[config.mk]
export PLATFORM = sky130hd
export DESIGN_NAME = aip_sequencer_flat
export DESIGN_NICKNAME = d
export VERILOG_FILES = /design/src/rtl/aip_sequencer_if.sv /design/src/rtl/aip_sequencer.sv /design/src/flat_wrapper.sv
export SDC_FILE = /design/constraint.sdc
export NUM_CORES = 1
export LEC_CHECK = 0
export ABC_CLOCK_PERIOD_IN_PS = 2100
export CAP_MARGIN = 0
export CORE_MARGIN = 10
export CORE_UTILIZATION = 35
export CTS_BUF_LIST = sky130_fd_sc_hd__clkbuf_4
export DETAILED_ROUTE_END_ITERATION = 10
export PLACE_DENSITY = 0.77
export SETUP_SLACK_MARGIN = 0.1
export SLEW_MARGIN = 20
export SYNTH_ARGS = -nofsm -noshare
export SYNTH_HDL_FRONTEND = slang
export SYNTH_SLANG_ARGS = --single-unit
export TNS_END_PERCENT = 100
[constraint.sdc]
create_clock -name i_clk -period 2.1 [get_ports i_clk]
set_clock_uncertainty 0.1 [all_clocks]
set_input_delay 0.42 -clock i_clk [delete_from_list [all_inputs] [get_ports i_clk]]
set_output_delay 0.42 -clock i_clk [all_outputs]
set_load 0.01 [all_outputs]
[src/rtl/aip_sequencer_if.sv]
// Port bundle for aip_sequencer: host command, write/read streams and the AIP core port.
// The slave modport is the sequencer's view; master is the environment that
// issues commands, feeds/consumes the streams and plays the AIP core.
interface aip_sequencer_if #(
  parameter int LEN_W = 8
);

  logic             i_cmd_valid;
  logic             o_cmd_ready;
  logic [LEN_W-1:0] i_cmd_in_len;
  logic [LEN_W-1:0] i_cmd_out_len;
  logic [4:0]       i_cmd_in_cfg;
  logic [4:0]       i_cmd_out_cfg;

  logic [31:0]      i_wr_data;
  logic             i_wr_valid;
  logic             o_wr_ready;

  logic [31:0]      o_rd_data;
  logic             o_rd_valid;
  logic             i_rd_ready;

  logic             o_busy;
  logic             o_done;
  logic             o_timeout;

  logic [31:0]      o_aip_dataIn;
  logic [4:0]       o_aip_config;
  logic             o_aip_write;
  logic             o_aip_read;
  logic             o_aip_start;
  logic [31:0]      i_aip_dataOut;
  logic             i_aip_int;

  modport slave (
    input  i_cmd_valid, i_cmd_in_len, i_cmd_out_len, i_cmd_in_cfg, i_cmd_out_cfg,
    input  i_wr_data, i_wr_valid, i_rd_ready, i_aip_dataOut, i_aip_int,
    output o_cmd_ready, o_wr_ready, o_rd_data, o_rd_valid,
    output o_busy, o_done, o_timeout,
    output o_aip_dataIn, o_aip_config, o_aip_write, o_aip_read, o_aip_start
  );

  modport master (
    output i_cmd_valid, i_cmd_in_len, i_cmd_out_len, i_cmd_in_cfg, i_cmd_out_cfg,
    output i_wr_data, i_wr_valid, i_rd_ready, i_aip_dataOut, i_aip_int,
    input  o_cmd_ready, o_wr_ready, o_rd_data, o_rd_valid,
    input  o_busy, o_done, o_timeout,
    input  o_aip_dataIn, o_aip_config, o_aip_write, o_aip_read, o_aip_start
  );

endinterface

[src/rtl/aip_sequencer.sv]
// aip_sequencer: runs one complete load / configure / start / wait / drain
// transaction on an AIP core from a single host command, so bulk transfers
// need no word-by-word CPU register accesses.
module aip_sequencer #(
  parameter int LEN_W       = 8,
  parameter int TIMEOUT_CYC = 65535
) (
  input  logic           i_clk,
  input  logic           i_rst,
  aip_sequencer_if.slave bus
);

  localparam int              TO_W    = $clog2(TIMEOUT_CYC);
  localparam logic [TO_W-1:0] TO_LAST = TO_W'(TIMEOUT_CYC - 1);

  localparam logic [3:0] S_IDLE    = 4'd0;
  localparam logic [3:0] S_CFG_IN  = 4'd1;
  localparam logic [3:0] S_LOAD    = 4'd2;
  localparam logic [3:0] S_START   = 4'd3;
  localparam logic [3:0] S_WAIT    = 4'd4;
  localparam logic [3:0] S_CFG_OUT = 4'd5;
  localparam logic [3:0] S_SETTLE  = 4'd6;
  localparam logic [3:0] S_DRAIN   = 4'd7;
  localparam logic [3:0] S_DONE    = 4'd8;

  logic [3:0]       state;
  logic [LEN_W-1:0] in_len;
  logic [LEN_W-1:0] out_len;
  logic [4:0]       in_cfg;
  logic [4:0]       out_cfg;
  logic [LEN_W-1:0] wr_cnt;
  logic [LEN_W-1:0] rd_cnt;
  logic [TO_W-1:0]  to_cnt;

  logic [31:0]      aip_data_in;
  logic [4:0]       aip_config;
  logic             aip_write;
  logic             aip_start;
  logic             timeout_flag;

  logic             cmd_accept;
  logic             wr_hs;
  logic             rd_hs;
  logic             wr_last;
  logic             rd_last;
  logic             to_expire;

  // Handshake qualifiers and end-of-burst detection; lengths are compared
  // for equality against the post-increment count, so counters never wrap.
  assign cmd_accept = (state == S_IDLE) && bus.i_cmd_valid;
  assign wr_hs      = (state == S_LOAD) && bus.i_wr_valid;
  assign rd_hs      = (state == S_DRAIN) && bus.i_rd_ready;
  assign wr_last    = ((wr_cnt + LEN_W'(1)) == in_len);
  assign rd_last    = ((rd_cnt + LEN_W'(1)) == out_len);
  assign to_expire  = (state == S_WAIT) && !bus.i_aip_int && (to_cnt == TO_LAST);

  // Transaction FSM with command latches and word/timeout counters.
  always_ff @(posedge i_clk) begin
    if (i_rst) begin
      state   <= S_IDLE;
      in_len  <= '0;
      out_len <= '0;
      in_cfg  <= '0;
      out_cfg <= '0;
      wr_cnt  <= '0;
      rd_cnt  <= '0;
      to_cnt  <= '0;
    end else begin
      case (state)
        S_IDLE: begin
          if (cmd_accept) begin
            in_len  <= bus.i_cmd_in_len;
            out_len <= bus.i_cmd_out_len;
            in_cfg  <= bus.i_cmd_in_cfg;
            out_cfg <= bus.i_cmd_out_cfg;
            wr_cnt  <= '0;
            rd_cnt  <= '0;
            to_cnt  <= '0;
            state   <= S_CFG_IN;
          end
        end
        S_CFG_IN: begin
          state <= (in_len == '0) ? S_START : S_LOAD;
        end
        S_LOAD: begin
          if (wr_hs) begin
            wr_cnt <= wr_cnt + LEN_W'(1);
            if (wr_last) begin
              state <= S_START;
            end
          end
        end
        S_START: begin
          // START spans the cycle that requests the pulse and the pulse
          // cycle itself, so int during the pulse is never sampled.
          if (aip_start) begin
            to_cnt <= '0;
            state  <= S_WAIT;
          end
        end
        S_WAIT: begin
          if (bus.i_aip_int) begin
            state <= S_CFG_OUT;
          end else if (to_cnt == TO_LAST) begin
            state <= S_DONE;
          end else begin
            to_cnt <= to_cnt + TO_W'(1);
          end
        end
        S_CFG_OUT: begin
          state <= S_SETTLE;
        end
        S_SETTLE: begin
          state <= (out_len == '0) ? S_DONE : S_DRAIN;
        end
        S_DRAIN: begin
          if (rd_hs) begin
            rd_cnt <= rd_cnt + LEN_W'(1);
            if (rd_last) begin
              state <= S_DONE;
            end
          end
        end
        S_DONE: begin
          state <= S_IDLE;
        end
        default: begin
          state <= S_IDLE;
        end
      endcase
    end
  end

  // Registered AIP-side outputs: write data/pulse, start pulse, config code
  // (held through IDLE) and the sticky timeout flag.
  always_ff @(posedge i_clk) begin
    if (i_rst) begin
      aip_data_in  <= '0;
      aip_config   <= '0;
      aip_write    <= 1'b0;
      aip_start    <= 1'b0;
      timeout_flag <= 1'b0;
    end else begin
      aip_write <= wr_hs;
      if (wr_hs) begin
        aip_data_in <= bus.i_wr_data;
      end
      aip_start <= (state == S_START) && !aip_start;
      if (state == S_CFG_IN) begin
        aip_config <= in_cfg;
      end else if (state == S_CFG_OUT) begin
        aip_config <= out_cfg;
      end
      if (cmd_accept) begin
        timeout_flag <= 1'b0;
      end else if (to_expire) begin
        timeout_flag <= 1'b1;
      end
    end
  end

  // State-decoded status and stream controls; the read strobe follows the
  // consumer's ready directly so each ready cycle advances exactly one word.
  assign bus.o_cmd_ready  = (state == S_IDLE);
  assign bus.o_busy       = (state != S_IDLE);
  assign bus.o_wr_ready   = (state == S_LOAD);
  assign bus.o_rd_valid   = (state == S_DRAIN);
  assign bus.o_rd_data    = bus.i_aip_dataOut;
  assign bus.o_aip_read   = rd_hs;
  assign bus.o_done       = (state == S_DONE);
  assign bus.o_timeout    = timeout_flag;
  assign bus.o_aip_dataIn = aip_data_in;
  assign bus.o_aip_config = aip_config;
  assign bus.o_aip_write  = aip_write;
  assign bus.o_aip_start  = aip_start;

endmodule

[src/flat_wrapper.sv]
// flat-port wrapper written by rule: the top's interface ports become plain ports
module aip_sequencer_flat 
#(
  parameter int LEN_W       = 8,
  parameter int TIMEOUT_CYC = 65535
)
  (i_clk, i_rst, bus_i_cmd_valid, bus_i_cmd_in_len, bus_i_cmd_out_len, bus_i_cmd_in_cfg, bus_i_cmd_out_cfg, bus_i_wr_data, bus_i_wr_valid, bus_i_rd_ready, bus_i_aip_dataOut, bus_i_aip_int, bus_o_cmd_ready, bus_o_wr_ready, bus_o_rd_data, bus_o_rd_valid, bus_o_busy, bus_o_done, bus_o_timeout, bus_o_aip_dataIn, bus_o_aip_config, bus_o_aip_write, bus_o_aip_read, bus_o_aip_start);
  aip_sequencer_if #(.LEN_W(LEN_W)) bus_i ();
  input  logic i_clk;
  input  logic i_rst;
  input wire logic [$bits(bus_i.i_cmd_valid)-1:0] bus_i_cmd_valid;
  input wire logic [$bits(bus_i.i_cmd_in_len)-1:0] bus_i_cmd_in_len;
  input wire logic [$bits(bus_i.i_cmd_out_len)-1:0] bus_i_cmd_out_len;
  input wire logic [$bits(bus_i.i_cmd_in_cfg)-1:0] bus_i_cmd_in_cfg;
  input wire logic [$bits(bus_i.i_cmd_out_cfg)-1:0] bus_i_cmd_out_cfg;
  input wire logic [$bits(bus_i.i_wr_data)-1:0] bus_i_wr_data;
  input wire logic [$bits(bus_i.i_wr_valid)-1:0] bus_i_wr_valid;
  input wire logic [$bits(bus_i.i_rd_ready)-1:0] bus_i_rd_ready;
  input wire logic [$bits(bus_i.i_aip_dataOut)-1:0] bus_i_aip_dataOut;
  input wire logic [$bits(bus_i.i_aip_int)-1:0] bus_i_aip_int;
  output wire logic [$bits(bus_i.o_cmd_ready)-1:0] bus_o_cmd_ready;
  output wire logic [$bits(bus_i.o_wr_ready)-1:0] bus_o_wr_ready;
  output wire logic [$bits(bus_i.o_rd_data)-1:0] bus_o_rd_data;
  output wire logic [$bits(bus_i.o_rd_valid)-1:0] bus_o_rd_valid;
  output wire logic [$bits(bus_i.o_busy)-1:0] bus_o_busy;
  output wire logic [$bits(bus_i.o_done)-1:0] bus_o_done;
  output wire logic [$bits(bus_i.o_timeout)-1:0] bus_o_timeout;
  output wire logic [$bits(bus_i.o_aip_dataIn)-1:0] bus_o_aip_dataIn;
  output wire logic [$bits(bus_i.o_aip_config)-1:0] bus_o_aip_config;
  output wire logic [$bits(bus_i.o_aip_write)-1:0] bus_o_aip_write;
  output wire logic [$bits(bus_i.o_aip_read)-1:0] bus_o_aip_read;
  output wire logic [$bits(bus_i.o_aip_start)-1:0] bus_o_aip_start;
  assign bus_i.i_cmd_valid = bus_i_cmd_valid;
  assign bus_i.i_cmd_in_len = bus_i_cmd_in_len;
  assign bus_i.i_cmd_out_len = bus_i_cmd_out_len;
  assign bus_i.i_cmd_in_cfg = bus_i_cmd_in_cfg;
  assign bus_i.i_cmd_out_cfg = bus_i_cmd_out_cfg;
  assign bus_i.i_wr_data = bus_i_wr_data;
  assign bus_i.i_wr_valid = bus_i_wr_valid;
  assign bus_i.i_rd_ready = bus_i_rd_ready;
  assign bus_i.i_aip_dataOut = bus_i_aip_dataOut;
  assign bus_i.i_aip_int = bus_i_aip_int;
  assign bus_o_cmd_ready = bus_i.o_cmd_ready;
  assign bus_o_wr_ready = bus_i.o_wr_ready;
  assign bus_o_rd_data = bus_i.o_rd_data;
  assign bus_o_rd_valid = bus_i.o_rd_valid;
  assign bus_o_busy = bus_i.o_busy;
  assign bus_o_done = bus_i.o_done;
  assign bus_o_timeout = bus_i.o_timeout;
  assign bus_o_aip_dataIn = bus_i.o_aip_dataIn;
  assign bus_o_aip_config = bus_i.o_aip_config;
  assign bus_o_aip_write = bus_i.o_aip_write;
  assign bus_o_aip_read = bus_i.o_aip_read;
  assign bus_o_aip_start = bus_i.o_aip_start;
  aip_sequencer #(.LEN_W(LEN_W), .TIMEOUT_CYC(TIMEOUT_CYC)) u_core (.i_clk(i_clk), .i_rst(i_rst), .bus(bus_i));
endmodule
==> summary.txt <==
Route
  – Number of optimization iterations in the first detailed-route pass: 5
  – Remaining design rule violation count: 0
  – Count of antenna-violating nets left after detailed routing: 0
  – Final routed wire length divided by cell count: 14.9 um
  – Routed length on met1: about 6 mm
  – Met2 WL post-DR: approximately 6.8 mm
  – DR top layer: met4
  – Routed WL: 13.9 mm
  – Via count: 4748
  – Drt first-iter violations: 340
  – Post-DR vias/cell: approximately 5
  – Routed length on met3: 834 um

Setup path
  – Crit-path slowest cell: dfxtp_4
  – Most used cell along the critical path: buf_6
  – Cell Chain, Critical Path: buf_6 > buf_6 > and4b_2 > buf_6 > o41ai_2 > a31oi_1 > a211oi_2 > nand4b_1 > buf_4 > mux2i_1
  – Launching point of the worst reg2reg path: u_core.state[1]
  – Cell type group with the largest total delay on the critical path: buffers and inverters
  – Crit. End Element: register
  – Stage delay of the slowest cell on the critical path: 380 ps
  – Crit path DAT: 2440 ps
  – Category of the worst setup path launch point: register
  – Worst Path Class, Setup: reg2reg
  – Cell depth of the worst flop-to-flop path: 10
  – Total number of cells along the worst setup path: 10
  – Buffers & Inverters on Critical Path: 4
  – Maximum fanout encountered on the critical timing path: 4
  – Setup slack of the worst register-to-register path: -30 ps
  – Crit Reg-Reg Endpoint: u_core.state[2]
  – Worst Path Required: 2410 ps

Global route
  – Largest net degree at the start of global routing: 85
  – Wire length of the first global-routing pass: 22.1 mm
  – Vias in the first global route: 4535
  – Global-route usage over all layers: 0.134
  – Number of antenna violations at the first check in global routing: 0
  – GRT overflow: 0

STA
  – Final-report max-slew violation count: 0
  – Highest Clock Rate: around 470 MHz
  – Setup TNS Final: -52.3 ps
  – Unrepaired setup endpoints after global routing: yes
  – Fraction of the cycle the final worst path needs: 1.01
  – Rel. slew slack: 0.749
  – Shortest clock period the worst path allows after layout: 2130 ps
  – Final hold vios: 0
  – Transition time at the pin with the least slew margin: 377 ps
  – Number of failing setup endpoints in the final timing report: 4
  – Worst path setup slack after routing: -29.2 ps

Synth
  – Number of warnings printed during yosys synthesis: 0
  – Register area share after synthesis: 0.405
  – Synthesized Nets: 745
  – Most frequently used cell type in the post-synthesis netlist: nand2_1
  – Post-synthesis register bit count: 102
  – Top flip-flop cell by instance count after synthesis: dfxtp_1
  – Count of flip-flops with a built-in enable after synthesis: 0
  – Count of distinct cell types in the synthesized netlist: 52
  – Synthesized area per cell: 7.81 um^2
  – Top cell type by total area after synthesis: dfxtp_1
  – Number of cells produced by synthesis: between 600 and 700
  – Area fraction of the dominant cell type after synthesis: 0.405
  – Leading cell types by count after synthesis: 136 x nand2_1, 102 x dfxtp_1, 86 x a21oi_1
  – Post-synthesis async set-or-reset flop share: 0
  – Area of the mapped netlist: 5040 um^2
  – Leading cell types by total area after synthesis: dfxtp_1 41%, nand2_1 10%, a21oi_1 8.5%, buf_4 4.8%, nor2_1 3.8%

Die
  – Row Count: 43
  – Chip height: around 140 um
  – Area of the die: 19600 um^2
  – Std-Cell Core Area: around 14000 um^2
  – DIE WIDTH: 140 um
  – Total I/O pin count: 174
  – Initial Util: 0.360

Power and ir drop
  – Clock share of power: 0.180
  – Leakage power: 2.54 nW
  – Part of the power in combinational logic: 0.405
  – Cell internal pwr: 3.67 mW
  – Max IR drop VDD: 551 uV
  – Reg power frac: 0.415
  – Reported net switching power: 1.97 mW
  – Net switching fraction of the power: 0.349
  – Power per Cell Area: 812 nW/um^2

Cells and area
  – Post-layout net count: ~850
  – Layout Area Growth over Synthesis: 37.8%
  – Non-Filler Instances: 938
  – Number of inserted diodes: 0
  – Total non-filler cell area in the finished layout: 6940 um^2
  – Share of post-route cells with drive strength above 1: 0.197

Placed design
  – Placed Cells: 909
  – Setup WS pre-CTS: -458 ps
  – Placer congestion estimate: 0.865
  – Post-placement cell area: 6340 um^2
  – Number of input and output port buffers inserted: 109
  – Post-DP HPWL: 9.50 mm

Run
  – Max-cap violation count: 0

Worst hold path
  – Hold path startpoint: i_rst
  – Hold crit path type: in2reg
  – Capture endpoint of the worst hold path: u_core.state[0]
  – Cell depth of the worst hold path: 4

CTS
  – Latest clock arrival within the worst-skew pair: approximately 480 ps
  – Total CTS buffers: 9
  – Number of sinks on the clock net: ~100
  – H-tree levels: 3
  – Root Buffer: clkbuf_4
  – CTS tree: built
  – Max Buffers Root-to-Sink: 2
  – Post-CTS clock slew at the launch and capture registers of the worst setup and hold paths: around 150 ps

Outcome
  – Failing checks: negative setup slack
  – Outcome: finished, violations left
-- layout by cell type, fill, tap and decap left out, types with 8 or more instances in the layout --
cell             instances
xor2_1                   8
nand3_1                 12
nand2_1                134
mux2i_1                  9
dfxtp_1                 91
dfxtp_2                  8
nor2_1                  46
clkbuf_4                10
inv_1                   11
buf_4                   53
a21oi_1                 85
clkdlybuf4s50_1         95
xnor2_1                 14
buf_6                   12
-- sequential cells by signal, indices dropped and copies added, names as in the netlist --
register and cells:
u_core.bus.o_timeout 1, u_core.out_len 8, u_core.bus.o_aip_dataIn 32, u_core.in_cfg 5
u_core.rd_cnt 8, u_core.bus.o_aip_config 5, u_core.bus.o_aip_write 1, u_core.wr_cnt 8
u_core.to_cnt 16, u_core.in_len 8, u_core.out_cfg 5, u_core.state 4
u_core.bus.o_aip_start 1
-- power groups by stage --
stage | Combinational [mW] | Sequential [mW] | Clock, mW
global placement | 1.84 | 2.37 | 0
detailed placement | 1.86 | 2.38 | 0
floorplan | 1.08 | 2.38 | 0
global route | 2.48 | 2.38 | 1.13
CTS | 2.07 | 2.34 | 1.04
finish | 2.29 | 2.34 | 1.01
-- logic make-up (layout without fill, tap and decap cells) --
kind of cell / after synthesis / count (layout) / synth area share
flip-flops: 102 / 102 / 0.405
XOR/XNOR: 24 / 24 / 0.0417
buffers and inverters: 90 / 203 / 0.0986
multiplexers: 13 / 13 / 0.0268
adder cells (fa/ha/maj): 4 / 4 / 0.00994
AO/OA/AOI/OAI: 139 / 139 / 0.161
AND/OR/NAND/NOR: 273 / 273 / 0.257
-- cell type report --
cell class	count	area, um^2
well taps	180	225
clock inverters	5	51.3
repair buffers	174	1670
multi-input cells	453	2800
fillers	1329	7050
clock buffers	10	75.1
inverters	14	52.6
flip-flops and latches	102	2060
-- worst max path at each step --
stage,from,to,slack [ps]
after floorplan,u_core.to_cnt[4],u_core.to_cnt[7],-170
after global placement,bus_i_cmd_valid,u_core.to_cnt[10],-410
after detailed placement,bus_i_cmd_valid,u_core.to_cnt[10],-460
after CTS,u_core.state[1],bus_o_aip_read,-20
after global routing,u_core.wr_cnt[0],u_core.state[2],-110
final,u_core.state[1],u_core.state[2],-30
-- what timing repair did --
| action | CTS | global route |
|---|---|---|
| pin swaps | 11 | 18 |
| buffers inserted | 10 | 3 |
| setup endpoints to repair | 33 | 42 |
| hold buffers | 0 | 0 |
| resized for setup | 75 | 42 |
| gates cloned | 1 | 0 |
-- metal layers --
layer  global-route usage  up-vias
met5                    0        -
met4               0.0620        0
met3               0.0419       20
met2                0.218      104
met1                0.157     2235
li1                     -     2389
-- metrics by stage --
step / power (mW) / util / hold WS, ps
CTS: 5.46 / 0.481 / 239
detailed placement: 4.24 / 0.453 / 346
floorplan: 3.46 / - / 336
global placement: 4.21 / 0.453 / 342
finish: 5.64 / 0.496 / 299
global route: 5.98 / 0.496 / 309
-- tightest hold or removal path, stage by stage --
cell     delay [ps]
buf_2           120
inv_1           140
nand2_1         110
mux2i_1          60
Power figures use the tool's default switching activity.
